==> src/rtl/irrigation_pkg.sv <==
// Shared irrigation constants: zone count and zone-index width, common to the
// slot counter, this scanner and the irrigation controller.
package irrigation_pkg;

  localparam int NUM_ZONES = 4;
  localparam int ZONE_W    = 2;

  // Lowest-index set bit of a zone vector (0 when the vector is empty).
  function automatic logic [ZONE_W-1:0] lowest_index(input logic [NUM_ZONES-1:0] v);
    lowest_index = '0;
    for (int i = NUM_ZONES - 1; i >= 0; i--) begin
      if (v[i]) lowest_index = ZONE_W'(i);
    end
  endfunction

endpackage

==> src/rtl/sync_2ff.sv <==
// Single-bit two-flop synchroniser for an asynchronous input.
module sync_2ff (
  input  logic clk,
  input  logic reset,
  input  logic d_i,
  output logic q_o
);

  logic meta_q;
  logic sync_q;

  // Two back-to-back flops give the first stage a full cycle to resolve.
  always_ff @(posedge clk) begin
    if (reset) begin
      meta_q <= 1'b0;
      sync_q <= 1'b0;
    end else begin
      meta_q <= d_i;
      sync_q <= meta_q;
    end
  end

  assign q_o = sync_q;

endmodule

==> src/rtl/zone_moisture_scanner.sv <==
// Time-division moisture scanner: synchronises four sensor bits, debounces the
// zone selected by the slot index, and reports stable-flag changes on a
// valid/ready event stream. Also flags any slot sequence that is not +1 per clock.
module zone_moisture_scanner
  import irrigation_pkg::*;
#(
  parameter int DEBOUNCE = 4,
  parameter int CNT_W    = 4
) (
  input  logic                 clk,
  input  logic                 reset,
  input  logic [ZONE_W-1:0]    slot,
  input  logic [NUM_ZONES-1:0] sensor_dry,
  output logic [NUM_ZONES-1:0] zone_dry,
  output logic                 evt_valid,
  output logic [ZONE_W-1:0]    evt_zone,
  output logic                 evt_dry,
  input  logic                 evt_ready,
  output logic                 seq_err
);

  logic [NUM_ZONES-1:0] s;
  logic [NUM_ZONES-1:0] zone_dry_q, zone_dry_d;
  logic [CNT_W-1:0]     cnt_q [NUM_ZONES];
  logic [CNT_W-1:0]     cnt_d [NUM_ZONES];
  logic [NUM_ZONES-1:0] flip;
  logic [NUM_ZONES-1:0] pending_q, pending_d;
  logic                 evt_valid_q, evt_valid_d;
  logic [ZONE_W-1:0]    evt_zone_q, evt_zone_d;
  logic                 evt_dry_q, evt_dry_d;
  logic                 load;
  logic [ZONE_W-1:0]    pick;
  logic [ZONE_W-1:0]    prev_slot_q;
  logic                 armed_q;
  logic                 seq_err_q;

  // ---- stage: sensor synchronisation ----
  for (genvar k = 0; k < NUM_ZONES; k++) begin : g_sync
    sync_2ff u_sync (
      .clk   (clk),
      .reset (reset),
      .d_i   (sensor_dry[k]),
      .q_o   (s[k])
    );
  end

  // ---- stage: debounce of the zone owning the current slot ----
  // Only the slotted zone's counter moves; all others hold.
  always_comb begin
    zone_dry_d = zone_dry_q;
    cnt_d      = cnt_q;
    flip       = '0;
    if (s[slot] != zone_dry_q[slot]) begin
      if (cnt_q[slot] == CNT_W'(DEBOUNCE - 1)) begin
        zone_dry_d[slot] = ~zone_dry_q[slot];
        cnt_d[slot]      = '0;
        flip[slot]       = 1'b1;
      end else begin
        cnt_d[slot] = cnt_q[slot] + 1'b1;
      end
    end else begin
      cnt_d[slot] = '0;
    end
  end

  // ---- stage: event register and pending set ----
  // Lowest pending zone loads when the slot is empty or being accepted;
  // a fresh flip re-sets its pending bit even if it is cleared this cycle.
  always_comb begin
    load        = !evt_valid_q || evt_ready;
    pick        = lowest_index(pending_q);
    pending_d   = pending_q;
    evt_valid_d = evt_valid_q;
    evt_zone_d  = evt_zone_q;
    evt_dry_d   = evt_dry_q;
    if (load) begin
      if (|pending_q) begin
        evt_valid_d     = 1'b1;
        evt_zone_d      = pick;
        evt_dry_d       = zone_dry_q[pick];
        pending_d[pick] = 1'b0;
      end else begin
        evt_valid_d = 1'b0;
      end
    end
    pending_d = pending_d | flip;
  end

  // State registers for debounce, pending set and event slot.
  always_ff @(posedge clk) begin
    if (reset) begin
      zone_dry_q  <= '0;
      pending_q   <= '0;
      evt_valid_q <= 1'b0;
      evt_zone_q  <= '0;
      evt_dry_q   <= 1'b0;
      for (int i = 0; i < NUM_ZONES; i++) cnt_q[i] <= '0;
    end else begin
      zone_dry_q  <= zone_dry_d;
      pending_q   <= pending_d;
      evt_valid_q <= evt_valid_d;
      evt_zone_q  <= evt_zone_d;
      evt_dry_q   <= evt_dry_d;
      cnt_q       <= cnt_d;
    end
  end

  // Slot sequence monitor; the first cycle after reset only arms the check.
  always_ff @(posedge clk) begin
    if (reset) begin
      prev_slot_q <= '0;
      armed_q     <= 1'b0;
      seq_err_q   <= 1'b0;
    end else begin
      prev_slot_q <= slot;
      armed_q     <= 1'b1;
      if (armed_q && (slot != ZONE_W'(prev_slot_q + 1'b1))) seq_err_q <= 1'b1;
    end
  end

  assign zone_dry  = zone_dry_q;
  assign evt_valid = evt_valid_q;
  assign evt_zone  = evt_zone_q;
  assign evt_dry   = evt_dry_q;
  assign seq_err   = seq_err_q;

endmodule

==> config.mk <==
export PLATFORM = sky130hd
export DESIGN_NAME = zone_moisture_scanner
export DESIGN_NICKNAME = d
export VERILOG_FILES = /design/src/rtl/irrigation_pkg.sv /design/src/rtl/sync_2ff.sv /design/src/rtl/zone_moisture_scanner.sv
export SDC_FILE = /design/constraint.sdc
export NUM_CORES = 1
export LEC_CHECK = 0
export CAP_MARGIN = 20
export CORE_UTILIZATION = 55
export CTS_BUF_LIST = sky130_fd_sc_hd__clkbuf_16
export DETAILED_ROUTE_END_ITERATION = 16
export GPL_TIMING_DRIVEN = 0
export PLACE_DENSITY = 0.78
export SLEW_MARGIN = 30
export SYNTH_ARGS = -nofsm -noshare
export SYNTH_HDL_FRONTEND = slang
export SYNTH_SLANG_ARGS = --single-unit
==> constraint.sdc <==
create_clock -name clk -period 2.4 [get_ports clk]
set_input_delay 0.24 -clock clk [delete_from_list [all_inputs] [get_ports clk]]
set_output_delay 0.24 -clock clk [all_outputs]
set_load 0.01 [all_outputs]
# ---- Yosys cells after proc, flatten, opt, wreduce, memory -nomap -nowiden
# Cells that the tools add are included.
# W data, S select, Z words.
dict set report totals {
  register_bits 40
  in_bits 9
  out_inout_bits 9
}
dict set report op_classes {
  n_addsub 2
  order_cmp 6
  eq_ne 3
  muxes 29
  bitwise_logic 7
  n_reduce_logical 9
}
# cell count
set op_table {}
lappend op_table {{$mux W16} 2}
lappend op_table {{$mux W4} 7}
lappend op_table {{$and A16 B16 Y16} 1}
lappend op_table {{$bwmux W16} 1}
lappend op_table {{$not A16 Y16} 1}
lappend op_table {{$bmux W4 S2} 1}
lappend op_table {{$demux W4 S2} 1}
lappend op_table {{$mux W2} 4}
lappend op_table {{$mux W1} 7}
lappend op_table {{$bmux W1 S2} 3}
lappend op_table {{$lt A2 B3 Y1 const B} 2}
lappend op_table {{$add A4 B1 Y4 const B} 1}
lappend op_table {{$and A4 B4 Y4} 1}
lappend op_table {{$bwmux W4} 1}
lappend op_table {{$demux W1 S2} 2}
lappend op_table {{$eq A4 B2 Y1 const B} 1}
lappend op_table {{$ge A2 B1 Y1 const B} 2}
lappend op_table {{$logic_and A1 B1 Y1} 4}
lappend op_table {{$not A4 Y4} 1}
lappend op_table {{$or A4 B4 Y4} 1}
lappend op_table {{$reduce_and A2 Y1} 2}
lappend op_table {{$reduce_or A4 Y1} 1}
lappend op_table {{$ge A3 B3 Y1 const B} 1}
lappend op_table {{$lt A3 B1 Y1 const B} 1}
lappend op_table {{other kinds (7)} 7}

# ---- Longest topological paths before layout
# Gate-level depths: netlist (run 1).
dict set report depth {
  ltp_word 13
  mapped_depth 8
  ltp_nobuf 7
}

# ---- Cells and area by module
# From an unflattened synthesis (run 1), not the netlist that was laid out.
dict set report unflattened {
  cells_unflattened 167
  hier_area_um2 1690.4
}
# module n_inst cells_per_inst area_each_um2 seq_area_each_um2
set by_module_without_submodules {}
lappend by_module_without_submodules {zone_moisture_scanner 1 151 1480.2 640.6}
lappend by_module_without_submodules {sync_2ff 4 4 52.6 40.0}

# ---- Worst setup path after synthesis (run 1)
# Ideal clock, no wire load.
dict set report synth_timing {
  kind {input -> register}
  from {input slot[0]}
  to {register cnt_q[4] (netlist name)}
  arrival_time_ns 2.015
  required_time_ns 2.330
  setup_slack_ns 0.314
  path_stages 8
  path_buffers 1
  path_cell_list {buf_6 mux4_2 ha_1 nor2b_1 a2bb2oi_2 o21bai_1 or3_1 a21oi_1}
}
dict set report synth_between {
  elab_chain_len 9
  word_cells_on_any_way 21
}
# element line
set synth_lines {}
lappend synth_lines {{start, declared} zone_moisture_scanner.sv:12} ;# input logic [ZONE_W-1:0] slot,
lappend synth_lines {{branches (longest 8 deep; another with $add A4 B1 Y4)} n/a}
lappend synth_lines {{$mux W16 (*)} zone_moisture_scanner.sv:53} ;# if (s[slot] != zone_dry_q[slot]) begin
lappend synth_lines {{end signal, assigned} zone_moisture_scanner.sv:104} ;# cnt_q <= cnt_d;
lappend synth_lines {{end, declared} zone_moisture_scanner.sv:24} ;# logic [CNT_W-1:0] cnt_q [NUM_ZONES];
# Mark *: on every way between the ends. The select of a mux whose other input is x is not followed.
# A chain may end at the register's enable or synchronous reset.

# ---- Worst setup path in the final report (run 1)
dict set report layout_timing {
  from {input slot[0]}
  to {register zone_dry_q[3] (netlist: zone_dry[3])}
}
dict set report layout_between {
  elab_chain_len 6
  word_cells_on_any_way 18
}
# element line
set layout_lines {}
lappend layout_lines {{$not A2 Y3 (implied by the code)} zone_moisture_scanner.sv:54} ;# if (cnt_q[slot] == CNT_W'(DEBOUNCE - 1)) begin
lappend layout_lines {{$bmux W4 S2} zone_moisture_scanner.sv:54}
lappend layout_lines {{$mux W4 (implied by the code) (2 in series)} zone_moisture_scanner.sv:54}
lappend layout_lines {{$eq A4 B2 Y1} zone_moisture_scanner.sv:54}
lappend layout_lines {{$reduce_and A2 Y1 (no source line)} n/a}
lappend layout_lines {{end signal, assigned} zone_moisture_scanner.sv:99} ;# zone_dry_q <= zone_dry_d;
lappend layout_lines {{end, declared} zone_moisture_scanner.sv:23} ;# logic [NUM_ZONES-1:0] zone_dry_q, zone_dry_d;
# Parallel ways exist; a longest one is shown, timed or not. The select of a mux whose other input is x is not followed.

==> impl_metrics.sql, run 1 <==
INSERT INTO impl_metrics (metric_group, metric, value, unit) VALUES
('run_status', 'run_status', 'finished clean', ''),
('floorplanning', 'core_area', '3028', 'um2'),
('synthesis', 'area_share_of_the_leading_cell_type_in_the_synthesized_netlist', '45.91', '%'),
('worst_setup_path', 'cp.required', '2.57', 'ns'),
('timing', 'rsz0062_at_grt', 'no', ''),
('floorplanning', 'die_y', '58.32', 'um'),
('placement', 'dpl-instance-area', '1959', 'um2'),
('cells_and_area', 'area_of_all_placed_cells_without_fillers', '2170', 'um2'),
('cells_and_area', 'syn2layout_area_growth', '24.39', '%'),
('worst_setup_path', 'worst_setup_path_type', 'in -> reg', ''),
('cells_and_area', 'multi_input_gate_area_in_the_final_layout', '909.6', 'um2'),
('placement', 'dp_hpwl', '2704', 'um'),
('worst_hold_path', 'hold_path.startpoint', 'reset', ''),
('worst_setup_path', 'critical_path.startpoint_type', 'primary input', ''),
('power_and_ir_drop', 'largest_vdd_supply_drop', '525.5', 'uV'),
('placement', 'place_congestion', '0.8417', ''),
('cells_and_area', 'finalNetCount', '219', ''),
('cts', 'worstSkewPairLatency', '0.28', 'ns'),
('synthesis', 'synth_cell_types', '37', ''),
('routing', 'wirelength', '4010', 'um'),
('cts', 'htree_num_levels', '2', ''),
('cts', 'tritoncts.num_buffers', '5', ''),
('synthesis', 'synth.area.top_cells', 'dfxtp_1 46%, mux4_2 7.7%, a21oi_1 5.7%', ''),
('worst_setup_path', 'regToRegStartpoint', 'cnt_q[0]$_SDFFE_PP0P_', ''),
('global_routing', 'grt_pass1_wl', '6299', 'um'),
('placement', 'numPortBuffers', '16', ''),
('global_routing', 'grtUsageTotal', '25.52', '%'),
('timing', 'clock_skew', '0.006846', 'ns'),
('flow_run', 'drv_cap', '0', ''),
('synthesis', 'synth.largest_area_cell', 'dfxtp_1', ''),
('cells_and_area', 'drive_gt1_share', '17.22', '%'),
('worst_setup_path', 'crit_arrival', '2.48', 'ns'),
('synthesis', 'postSynthRegisterBits', '40', ''),
('synthesis', 'synthesis.area', '1744', 'um2'),
('floorplanning', 'starting_utilization_of_the_core_area', '57.60', '%'),
('power_and_ir_drop', 'power.leakage', '0.7586', 'nW'),
('synthesis', 'synthesis_warnings', '0', ''),
('timing', 'finalHoldViolations', '0', ''),
('worst_setup_path', 'r2r_setup_slack', '0.25', 'ns'),
('synthesis', 'synthesis.area_per_instance', '9.744', 'um2'),
('timing', 'minimum_clock_period_after_layout', '2.310', 'ns'),
('worst_setup_path', 'crit_fanout', '7', ''),
('floorplanning', 'dieArea', '3401', 'um2'),
('cells_and_area', 'antenna_cells_inserted', '0', ''),
('floorplanning', 'floorplan.io_pins', '18', ''),
('cts', 'path_clk_slew', '0.06', 'ns'),
('routing', 'wl_per_cell', '15.85', 'um'),
('synthesis', 'syn_nets', '189', ''),
('global_routing', 'via_count_of_the_first_global_routing_pass', '1395', ''),
('power_and_ir_drop', 'power_per_unit_of_standard_cell_area', '645.1', 'nW/um2'),
('timing', 'setup_violation_total_in_the_final_timing_report', '0', ''),
('synthesis', 'ys_seq_area_share', '45.91', '%'),
('worst_hold_path', 'hold_class', 'in -> reg', ''),
('timing', 'fin_crit_sh', '96.24', '%'),
('timing', 'achievable-frequency', '0.4329', 'GHz'),
('power_and_ir_drop', 'power', '1.400', 'mW'),
('cells_and_area', 'layout.cells.most_common', 'dfxtp_1', ''),
('cts', 'cts.sink_count', '40', ''),
('timing', 'max_slew_margin', '63.30', '%'),
('cells_and_area', 'mostFrequentLayoutCells', '40 x dfxtp_1, 23 x nand2_1, 20 x a21oi_1, 15 x nor2b_1, 15 x clkdlybuf4s50_1', ''),
('cts', 'tritoncts', 'built', ''),
('timing', 'tightest_slew', '0.5506', 'ns'),
('timing', 'timing_max_transition_violations_final', '0', ''),
('synthesis', 'post_synth_inst_count', '179', ''),
('cells_and_area', 'fillerInstances', '224', ''),
('timing', 'holdWs', '0.3376', 'ns'),
('global_routing', 'grt_start_max_net_pins', '13', ''),
('floorplanning', 'fp.dieW', '58.32', 'um'),
('routing', 'drtPass1Iterations', '4', ''),
('routing', 'via_per_inst', '5.696', ''),
('routing', 'number_of_remaining_drc_errors', '0', '');
## metal layers
| metal | routed length, um | track usage [%] | vias up |
|---|---|---|---|
| met2 | 2048 | 44.01 | 59 |
| met1 | 1608 | 28.04 | 674 |
| li1 | - | - | 694 |
| met4 | 130 | 14.97 | 0 |
| met3 | 223 | 7.253 | 14 |
| met5 | 0 | 0 | - |
## state kept, by name, indices dropped and copies added, names as in the netlist
name and cells:
g_sync.u_sync.meta_q 4, prev_slot_q 2, pending_q 4, armed_q 1, zone_dry 4, seq_err 1
cnt_q 16, g_sync.u_sync.q_o 4, evt_dry 1, evt_valid 1, evt_zone 2
## worst max-delay path: stages
cell and delay, ns:
dlygate4sd2_1 0.31, buf_6 0.17, mux4_2 0.53, ha_2 0.23
nor2b_4 0.14, a2bb2oi_2 0.20, buf_4 0.18, nor3_4 0.06
nand3_2 0.12, mux2_4 0.30
## worst max-delay path by stage
stage	start	end	slack [ns]	depth (start not counted)
global route	slot[1]	zone_dry[0]$_SDFFE_PP0P_	0.06	11
global placement	slot[0]	cnt_q[4]$_SDFFE_PP0P_	-0.44	9
floorplan	slot[0]	cnt_q[4]$_SDFFE_PP0P_	0.31	8
CTS	slot[0]	zone_dry[3]$_SDFFE_PP0P_	0.006	10
finish	slot[0]	zone_dry[3]$_SDFFE_PP0P_	0.09	10
detailed placement	slot[0]	cnt_q[7]$_SDFFE_PP0P_	-0.57	9
## report_power, final
| part | switching (mW) | internal (mW) |
|---|---|---|
| clock network | 0.245 | 0.376 |
| registers | 0.00472 | 0.676 |
| logic | 0.0533 | 0.0439 |
## kinds of logic after synthesis
kind of cell             after synthesis  synth area share (%)
AO/OA/AOI/OAI                         35                 12.48
XOR/XNOR                               4                 2.440
adder cells (fa/ha/maj)                1                0.7172
buffers and inverters                 10                 2.797
flip-flops                            40                 45.91
multiplexers                          12                 12.48
AND/OR/NAND/NOR                       77                 23.17
## layout make-up
class,count,share of cell area [%]
buffer,8,2.191
clock buffer,5,5.767
clock inverter,2,0.5767
inverter,2,0.3460
multi-input combinational,129,41.93
sequential,40,36.91
tap,44,2.537
timing repair buffer,23,9.746
## Yosys cell counts (all sizes together)
library cell / instances
nor3: 2
nor2: 8
a2bb2oi: 1
mux4: 7
nor4: 1
a211oi: 1
dfxtp: 40
nor3b: 1
ha: 1
or3: 4
mux2: 2
mux2i: 3
o31ai: 4
xnor2: 4
clkbuf: 3
nand3: 13
nor2b: 16
inv: 2
nand3b: 1
or2: 1
o21ai: 5
nand2b: 6
a21oi: 20
a311oi: 2
buf: 5
o21bai: 1
nand4: 1
o21ba: 1
nand2: 23
## what timing repair did
| item | CTS | global route |
|---|---|---|
| setup endpoints to repair | 17 | 10 |
| pin swaps | 2 | 1 |
| hold buffers | 0 | 0 |
| gates resized for setup | 3 | 4 |
| buffers inserted | 2 | 5 |
## through the flow
step                setup TNS (ns)  utilization, %  worst slack, ns  cells
CTS                              0           69.88         0.006311    248
detailed placement          -8.274           64.71          -0.5659    239
global placement            -6.087           64.71          -0.4434    239
floorplan                        0               -           0.3144    179
finish                           0           71.65          0.09012    253
global route                     0           71.65          0.05763    253
No activity file was read; power rests on OpenSTA's default activity.
==> run 2, diff against run 1 <==
--- a/config.mk
+++ b/config.mk
@@ -6,11 +6,11 @@
 export NUM_CORES = 1
 export LEC_CHECK = 0
 export CAP_MARGIN = 20
-export CORE_UTILIZATION = 55
+export CORE_UTILIZATION = 59
 export CTS_BUF_LIST = sky130_fd_sc_hd__clkbuf_16
 export DETAILED_ROUTE_END_ITERATION = 16
 export GPL_TIMING_DRIVEN = 0
-export PLACE_DENSITY = 0.78
+export PLACE_DENSITY = 0.82
 export SLEW_MARGIN = 30
 export SYNTH_ARGS = -nofsm -noshare
 export SYNTH_HDL_FRONTEND = slang
==> constraint.sdc (replaced) <==
create_clock -name clk -period 2.75 [get_ports clk]
set_input_delay 0.275 -clock clk [delete_from_list [all_inputs] [get_ports clk]]
set_output_delay 0.275 -clock clk [all_outputs]
set_load 0.01 [all_outputs]
==> run 2 against run 1 <==
Global-route usage fell by 0.52 points; sequential power fell by 13%; total power fell by 6.2%; worst hold slack improved by 0.019 ns; sequential cell count did not move; cell area fell by 2.0%; non-clock buffer count fell by 5; clock skew fell by 0.0045 ns; clock power rose by 3.5%; via count fell by 5.1%; first-iteration DRC count rose by 25%.
==> impl_metrics.sql, run 2 (synthesized netlist as in run 1, its figures left out) <==
INSERT INTO impl_metrics (metric_group, metric, value, unit) VALUES
('run_status', 'run_status', 'finished clean', ''),
('routing', 'number_of_remaining_drc_errors', '0', ''),
('timing', 'max_slew_margin', '65.35', '%'),
('routing', 'wl_per_cell', '15.03', 'um'),
('timing', 'rsz0062_at_grt', 'no', ''),
('cells_and_area', 'final_core_util', '76.43', '%'),
('cells_and_area', 'largest_reg_flops', '16', ''),
('placement', 'dp_hpwl', '2437', 'um'),
('cts', 'cts_resized', '0', ''),
('flow_run', 'drv_cap', '0', ''),
('routing', 'drtPass1Iterations', '4', ''),
('cells_and_area', 'finalNetCount', '214', ''),
('routing', 'vias', '1367', ''),
('worst_setup_path', 'crit_fanout', '10', ''),
('floorplanning', 'floorplan.io_pins', '18', ''),
('cells_and_area', 'registers.top_by_ff_count', 'cnt_q', ''),
('global_routing', 'grt_start_max_net_pins', '14', ''),
('global_routing', 'grt_total_ovfl', '0', ''),
('power_and_ir_drop', 'power.leakage', '0.7451', 'nW'),
('worst_setup_path', 'critical_path.startpoint_type', 'primary input', ''),
('cts', 'worstSkewPairLatency', '0.28', 'ns'),
('cts', 'cts_max_path_buffers', '2', ''),
('floorplanning', 'starting_utilization_of_the_core_area', '62.71', '%'),
('floorplanning', 'fp.dieW', '56.37', 'um'),
('cts', 'htree_num_levels', '2', ''),
('timing', 'clock_skew', '0.002305', 'ns'),
('timing', 'tightest_slew', '0.5197', 'ns'),
('routing', 'wirelength', '3547', 'um'),
('worst_setup_path', 'critPathMaxStageDelay', '0.56', 'ns'),
('worst_setup_path', 'crit_arrival', '2.81', 'ns'),
('timing', 'finalHoldViolations', '0', ''),
('power_and_ir_drop', 'largest_vdd_supply_drop', '704.6', 'uV'),
('floorplanning', 'core_area', '2781', 'um2'),
('placement', 'pre_cts_slack', '-0.1929', 'ns'),
('cts', 'tritoncts.num_buffers', '5', ''),
('cells_and_area', 'syn2layout_area_growth', '21.88', '%'),
('floorplanning', 'core.rowCount', '19', ''),
('cells_and_area', 'fillerInstances', '189', ''),
('cells_and_area', 'mostFrequentLayoutCells', '40 x dfxtp_1, 23 x nand2_1, 20 x a21oi_1, 16 x nor2b_1, 16 x clkdlybuf4s50_1', ''),
('timing', 'holdWs', '0.3562', 'ns'),
('routing', 'drt_iter0_drc', '89', ''),
('placement', 'numPlacedInstances', '226', ''),
('cells_and_area', 'fin_cells', '236', ''),
('timing', 'fin_crit_sh', '94.86', '%'),
('worst_setup_path', 'worst_setup_path_type', 'in -> reg', ''),
('timing', 'postLayoutSetupSlackWorst', '0.1412', 'ns'),
('worst_hold_path', 'hold_class', 'in -> reg', ''),
('timing', 'achievable-frequency', '0.3833', 'GHz'),
('cells_and_area', 'antenna_cells_inserted', '0', ''),
('global_routing', 'grt_pass1_wl', '5927', 'um'),
('timing', 'setup_violation_total_in_the_final_timing_report', '0', ''),
('global_routing', 'grtUsageTotal', '25.00', '%'),
('worst_setup_path', 'setup.worst_path.end_class', 'flop', ''),
('floorplanning', 'die_y', '56.37', 'um'),
('placement', 'numPortBuffers', '16', ''),
('power_and_ir_drop', 'power_per_unit_of_standard_cell_area', '617.3', 'nW/um2'),
('timing', 'timing_max_transition_violations_final', '0', ''),
('global_routing', 'via_count_of_the_first_global_routing_pass', '1305', ''),
('timing', 'minimum_clock_period_after_layout', '2.609', 'ns'),
('cts', 'path_clk_slew', '0.06', 'ns'),
('cts', 'clk_root_buffer_cell', 'clkbuf_16', ''),
('routing', 'route.antenna.remaining_nets', '0', ''),
('worst_setup_path', 'cp.required', '2.95', 'ns'),
('routing', 'via_per_inst', '5.792', ''),
('floorplanning', 'dieArea', '3178', 'um2'),
('global_routing', 'number_of_antenna_violations_at_the_first_check_in_global_routing', '0', ''),
('cells_and_area', 'drive_gt1_share', '14.15', '%'),
('placement', 'place_congestion', '0.8214', ''),
('cts', 'cts.sink_count', '40', ''),
('worst_setup_path', 'crit_chain', 'clkdlybuf4s50_1, buf_6, mux4_2, ha_1, nor2b_1, a2bb2oi_2, buf_4, o21ba_2, nand2_1, o31ai_1', ''),
('cells_and_area', 'layout.cells.most_common', 'dfxtp_1', ''),
('cts', 'tritoncts', 'built', ''),
('worst_setup_path', 'crit_slowest_cell', 'clkdlybuf4s50_1', '');
run 2: per-stage QoR:
| step | total power [mW] | area (um2) | setup TNS, ns |
|---|---|---|---|
| finish | 1.312 | 2126 | 0 |
| global route | 1.356 | 2126 | 0 |
| CTS | 1.322 | 2111 | 0 |
| detailed placement | 0.6807 | 1943 | -1.092 |
| global placement | 0.6786 | 1943 | -0.6328 |
| floorplan | 0.6548 | 1744 | 0 |
run 2: final cells by class:
class                           instances  area (um2)  area share, %
Buffer                                  8       41.29          1.942
Clock buffer                            5       125.1          5.886
Clock inverter                          3       42.54          2.001
Inverter                                2       7.507         0.3531
Multi-Input combinational cell        129       894.6          42.08
Sequential cell                        40       800.8          37.67
Tap cell                               31       38.79          1.825
Timing Repair Buffer                   18       175.2          8.240
run 2: timing repair:
item / 4_1_cts / 5_1_grt
hold buffers: 0 / 0
setup endpoints to repair: 0 / 4
buffers inserted: 0 / 2
hold endpoints to repair: 0 / 0
run 2: report_power, final:
part / switching (mW) / total [mW] / internal, mW
sequential: 0.00337 / 0.594 / 0.590
clock: 0.217 / 0.643 / 0.425
combinational: 0.0428 / 0.0761 / 0.0333
total: 0.264 / 1.31 / 1.05
run 2: worst paths after layout:
check	start	end	slack, ns	cells after the start
max	slot[0]	cnt_q[7]$_SDFFE_PP0P_	0.14	10
min	reset	g_sync[0].u_sync.meta_q$_SDFF_PP0_	0.36	2
max reg2reg	cnt_q[0]$_SDFFE_PP0P_	cnt_q[7]$_SDFFE_PP0P_	0.60	8
min reg2reg	g_sync[2].u_sync.meta_q$_SDFF_PP0_	g_sync[2].u_sync.q_o$_SDFF_PP0_	0.44	1
run 2: critical path: cells and delay by family:
kind	cells	cell delay, ns
multiplexers	1	0.52
adder cells (fa/ha/maj)	1	0.26
buffers and inverters	3	0.89
AND/OR/NAND/NOR	2	0.28
AO/OA/AOI/OAI	3	0.56
run 2: metal layers:
| metal | track usage, % | part of all wire, % | vias up |
|---|---|---|---|
| met1 | 29.51 | 41 | 648 |
| met4 | 8.362 | 1.5 | 0 |
| met3 | 7.834 | 3.4 | 8 |
| met2 | 43.03 | 54 | 28 |
| li1 | - | - | 683 |
| met5 | 0 | 0 | - |
==> run 3, diff against run 2 <==
--- a/config.mk
+++ b/config.mk
@@ -15,3 +15,4 @@
 export SYNTH_ARGS = -nofsm -noshare
 export SYNTH_HDL_FRONTEND = slang
 export SYNTH_SLANG_ARGS = --single-unit
+export TNS_END_PERCENT = 100
==> results of run 3 <==
No change in the layout: final DEF, timing and power equal those of run 2.
==> patch: new RTL, flow settings as in run 1 <==
Put one more register stage on the output `seq_err`, cleared by the reset. The value now appears one clock later. The other outputs are not delayed to match.
--- a/src/rtl/zone_moisture_scanner.sv
+++ b/src/rtl/zone_moisture_scanner.sv
@@ -122,7 +122,13 @@
   assign evt_valid = evt_valid_q;
   assign evt_zone  = evt_zone_q;
   assign evt_dry   = evt_dry_q;
-  assign seq_err   = seq_err_q;
+  always_ff @(posedge clk) begin
+    if (reset) begin
+      seq_err <= '0;
+    end else begin
+      seq_err <= seq_err_q;
+    end
+  end
 
 endmodule
 
Check against the original RTL: not equivalent (a bounded check fails within 4 cycles, from zero or initial values and one cycle with reset high).
==> patch against run 1 <==
Fmax is 0.23% higher; worst setup slack better by 5.3 ps; non-clock buffer count is 1 higher; total power is 9.6% higher; wire length is 1.1% higher; final area is 2.8% higher; sequential cell count is 1 higher; critical endpoint unchanged; final cell count is 1.6% higher; synthesized area is 1.5% higher.
==> patch: results (changes against run 1) <==
yosys:
  ys_top_cells_by_count: "dfxtp_1 (41), nand2_1 (23), a21oi_1 (20), nor2b_1 (17), nand3_1 (12)"  # was dfxtp_1 (40), nand2_1 (23), a21oi_1 (20), nor2b_1 (16), nand3_1 (12)
  synth_seq_area_share_pct: 46.36  # was 45.91%
  synth_cell_types: 36  # was 37
  yosysTopAreaCellShare_pct: 46.36  # was 45.91%
  yosys_warnings: 0  # unchanged
  synth_nets: 191  # was 189
  async_flop_share_pct: 0  # unchanged
  synth_area_leaders: "dfxtp_1 (46%), mux4_2 (7.6%), nor2b_1 (6.0%)"  # was dfxtp_1 (46%), mux4_2 (7.7%), a21oi_1 (5.7%)
  synth_area_per_cell_um2: 9.781  # was 9.744 um^2
clocking:
  clk_pin_slew_worst_paths_ps: 60  # about the same
  cts_max_level: 2  # unchanged
  clockBufferDepth: 2  # unchanged
  numCtsBuffers: 5  # unchanged
cells_and_area:
  largest_reg_flops: 16  # unchanged
  n_fill_cell: 223  # was 224
  fin_nets: 222  # was 219
  fin_cells: 257  # was 253
  drive_gt1_share_pct: 16.43  # was 17.22%
route:
  wire_per_inst_um: 15.77  # was 15.85 um
  drt-initial-drc-count: 106  # was 71
  vias_per_cell: 5.634  # was 5.696
  first_pass_iters: 4  # unchanged
grt:
  gr-usage-met2_pct: 42.53  # was 44.01%
  met3_usage_pct: 7.473  # was 7.253%
  track_usage_pct: 25.54  # was 25.52%
  met1_usage_pct: 29.97  # was 28.04%
  grt_max_degree: 13  # unchanged
  grt_pass1_vias: 1404  # was 1395
  grt_pass1_wl_um: 6327  # was 6299 um
hold_path:
  whs_path_depth: 1  # was 2
  holdPathEnd: "g_sync[2].u_sync.q_o$_SDFF_PP0_"  # was g_sync[2].u_sync.meta_q$_SDFF_PP0_
  hold_path.class: "reg -> reg"  # was in -> reg
  hp-start: "g_sync[2].u_sync.meta_q$_SDFF_PP0_"  # was reset
worst_setup_path:
  ff2ff_path_depth: 8  # unchanged
  critPathSlowestCell: "mux4_2"  # unchanged
  reg2reg_from: "cnt_q[0]$_SDFFE_PP0P_"  # unchanged
  cp_max_fo: 10  # was 7
  r2r_end: "zone_dry[3]$_SDFFE_PP0P_"  # unchanged
outcome:
  status: "completed"  # unchanged
sta:
  holdWs_ps: 436.9  # was 337.6 ps
  skew_ps: 2.483  # was 6.846 ps
  worst_pin_slew_ps: 518.3  # was 550.6 ps
place:
  portBuffers: 17  # was 16
  gp_congestion: 0.8616  # was 0.8417
  hpwl_um: 2731  # was 2704 um
  place_area_mm2: 0.001996  # was 0.001959 mm^2
  place_ws_ps: -546.6  # was -565.9 ps
  dp_cells: 242  # was 239
power_and_ir_drop:
  ir_drop_v: 0.0005271  # was 0.0005255 V
  internal-power_mw: 1.220  # was 1.097 mW
  cellLeakagePower_nw: 0.7997  # was 0.7586 nW
[patch: what timing repair did]
item                                    4_1_cts  5_1_grt
setup buffers                                 2        5
endpoints found under the setup margin       15        9
pin swaps                                     1        2
gates resized for setup                       2        5
[patch: worst max path at each step]
stage	startpoint	cells past startpoint	slack [ps]	end
2_1_floorplan	slot[0]	8	310	cnt_q[4]$_SDFFE_PP0P_
3_5_place_dp	slot[0]	9	-550	cnt_q[4]$_SDFFE_PP0P_
5_1_grt	slot[0]	9	9	cnt_q[4]$_SDFFE_PP0P_
6_report	slot[0]	10	100	zone_dry[3]$_SDFFE_PP0P_
4_1_cts	slot[1]	10	30	zone_dry[3]$_SDFFE_PP0P_
3_3_place_gp	slot[0]	9	-450	cnt_q[4]$_SDFFE_PP0P_
[patch: layout make-up]
class | instances | area (um^2) | area share (%)
Buffer | 8 | 47.55 | 2.132
Clock buffer | 5 | 125.1 | 5.612
Clock inverter | 3 | 37.54 | 1.684
Inverter | 2 | 7.507 | 0.3367
Multi-Input combinational cell | 130 | 912.1 | 40.91
Sequential cell | 41 | 820.8 | 36.81
Tap cell | 44 | 55.05 | 2.469
Timing Repair Buffer | 24 | 224.0 | 10.04
[patch: worst reg2reg max path: stages (launching register included)]
cell and delay (ps):
dfxtp_1 330, mux4_2 500, ha_2 220, nor2b_2 150, a2bb2oi_2 190, buf_4 160, nor3_4 60, nand3_2 120
mux2_4 300
[patch: metal layers]
metal / share of wire (%) / vias to the layer above
li1: - / 697
met1: 40 / 690
met2: 52 / 52
met3: 5.7 / 9
met4: 1.9 / 0
met5: 0 / -
[patch: cells by family after synthesis]
group,share of synthesized area (%)
compound gates,12.30
fa+ha+maj,0.7066
simple gates,23.18
mux,12.30
xor+xnor,2.403
flops,46.36
buf+inv,2.756
[patch: power groups by stage]
stage	Combinational (mW)	Sequential [mW]	Clock, mW
floorplan	0.0569	0.712	0
global placement	0.0864	0.712	0
detailed placement	0.0902	0.713	0
CTS	0.0914	0.698	0.741
global route	0.106	0.699	0.777
finish	0.0981	0.698	0.738
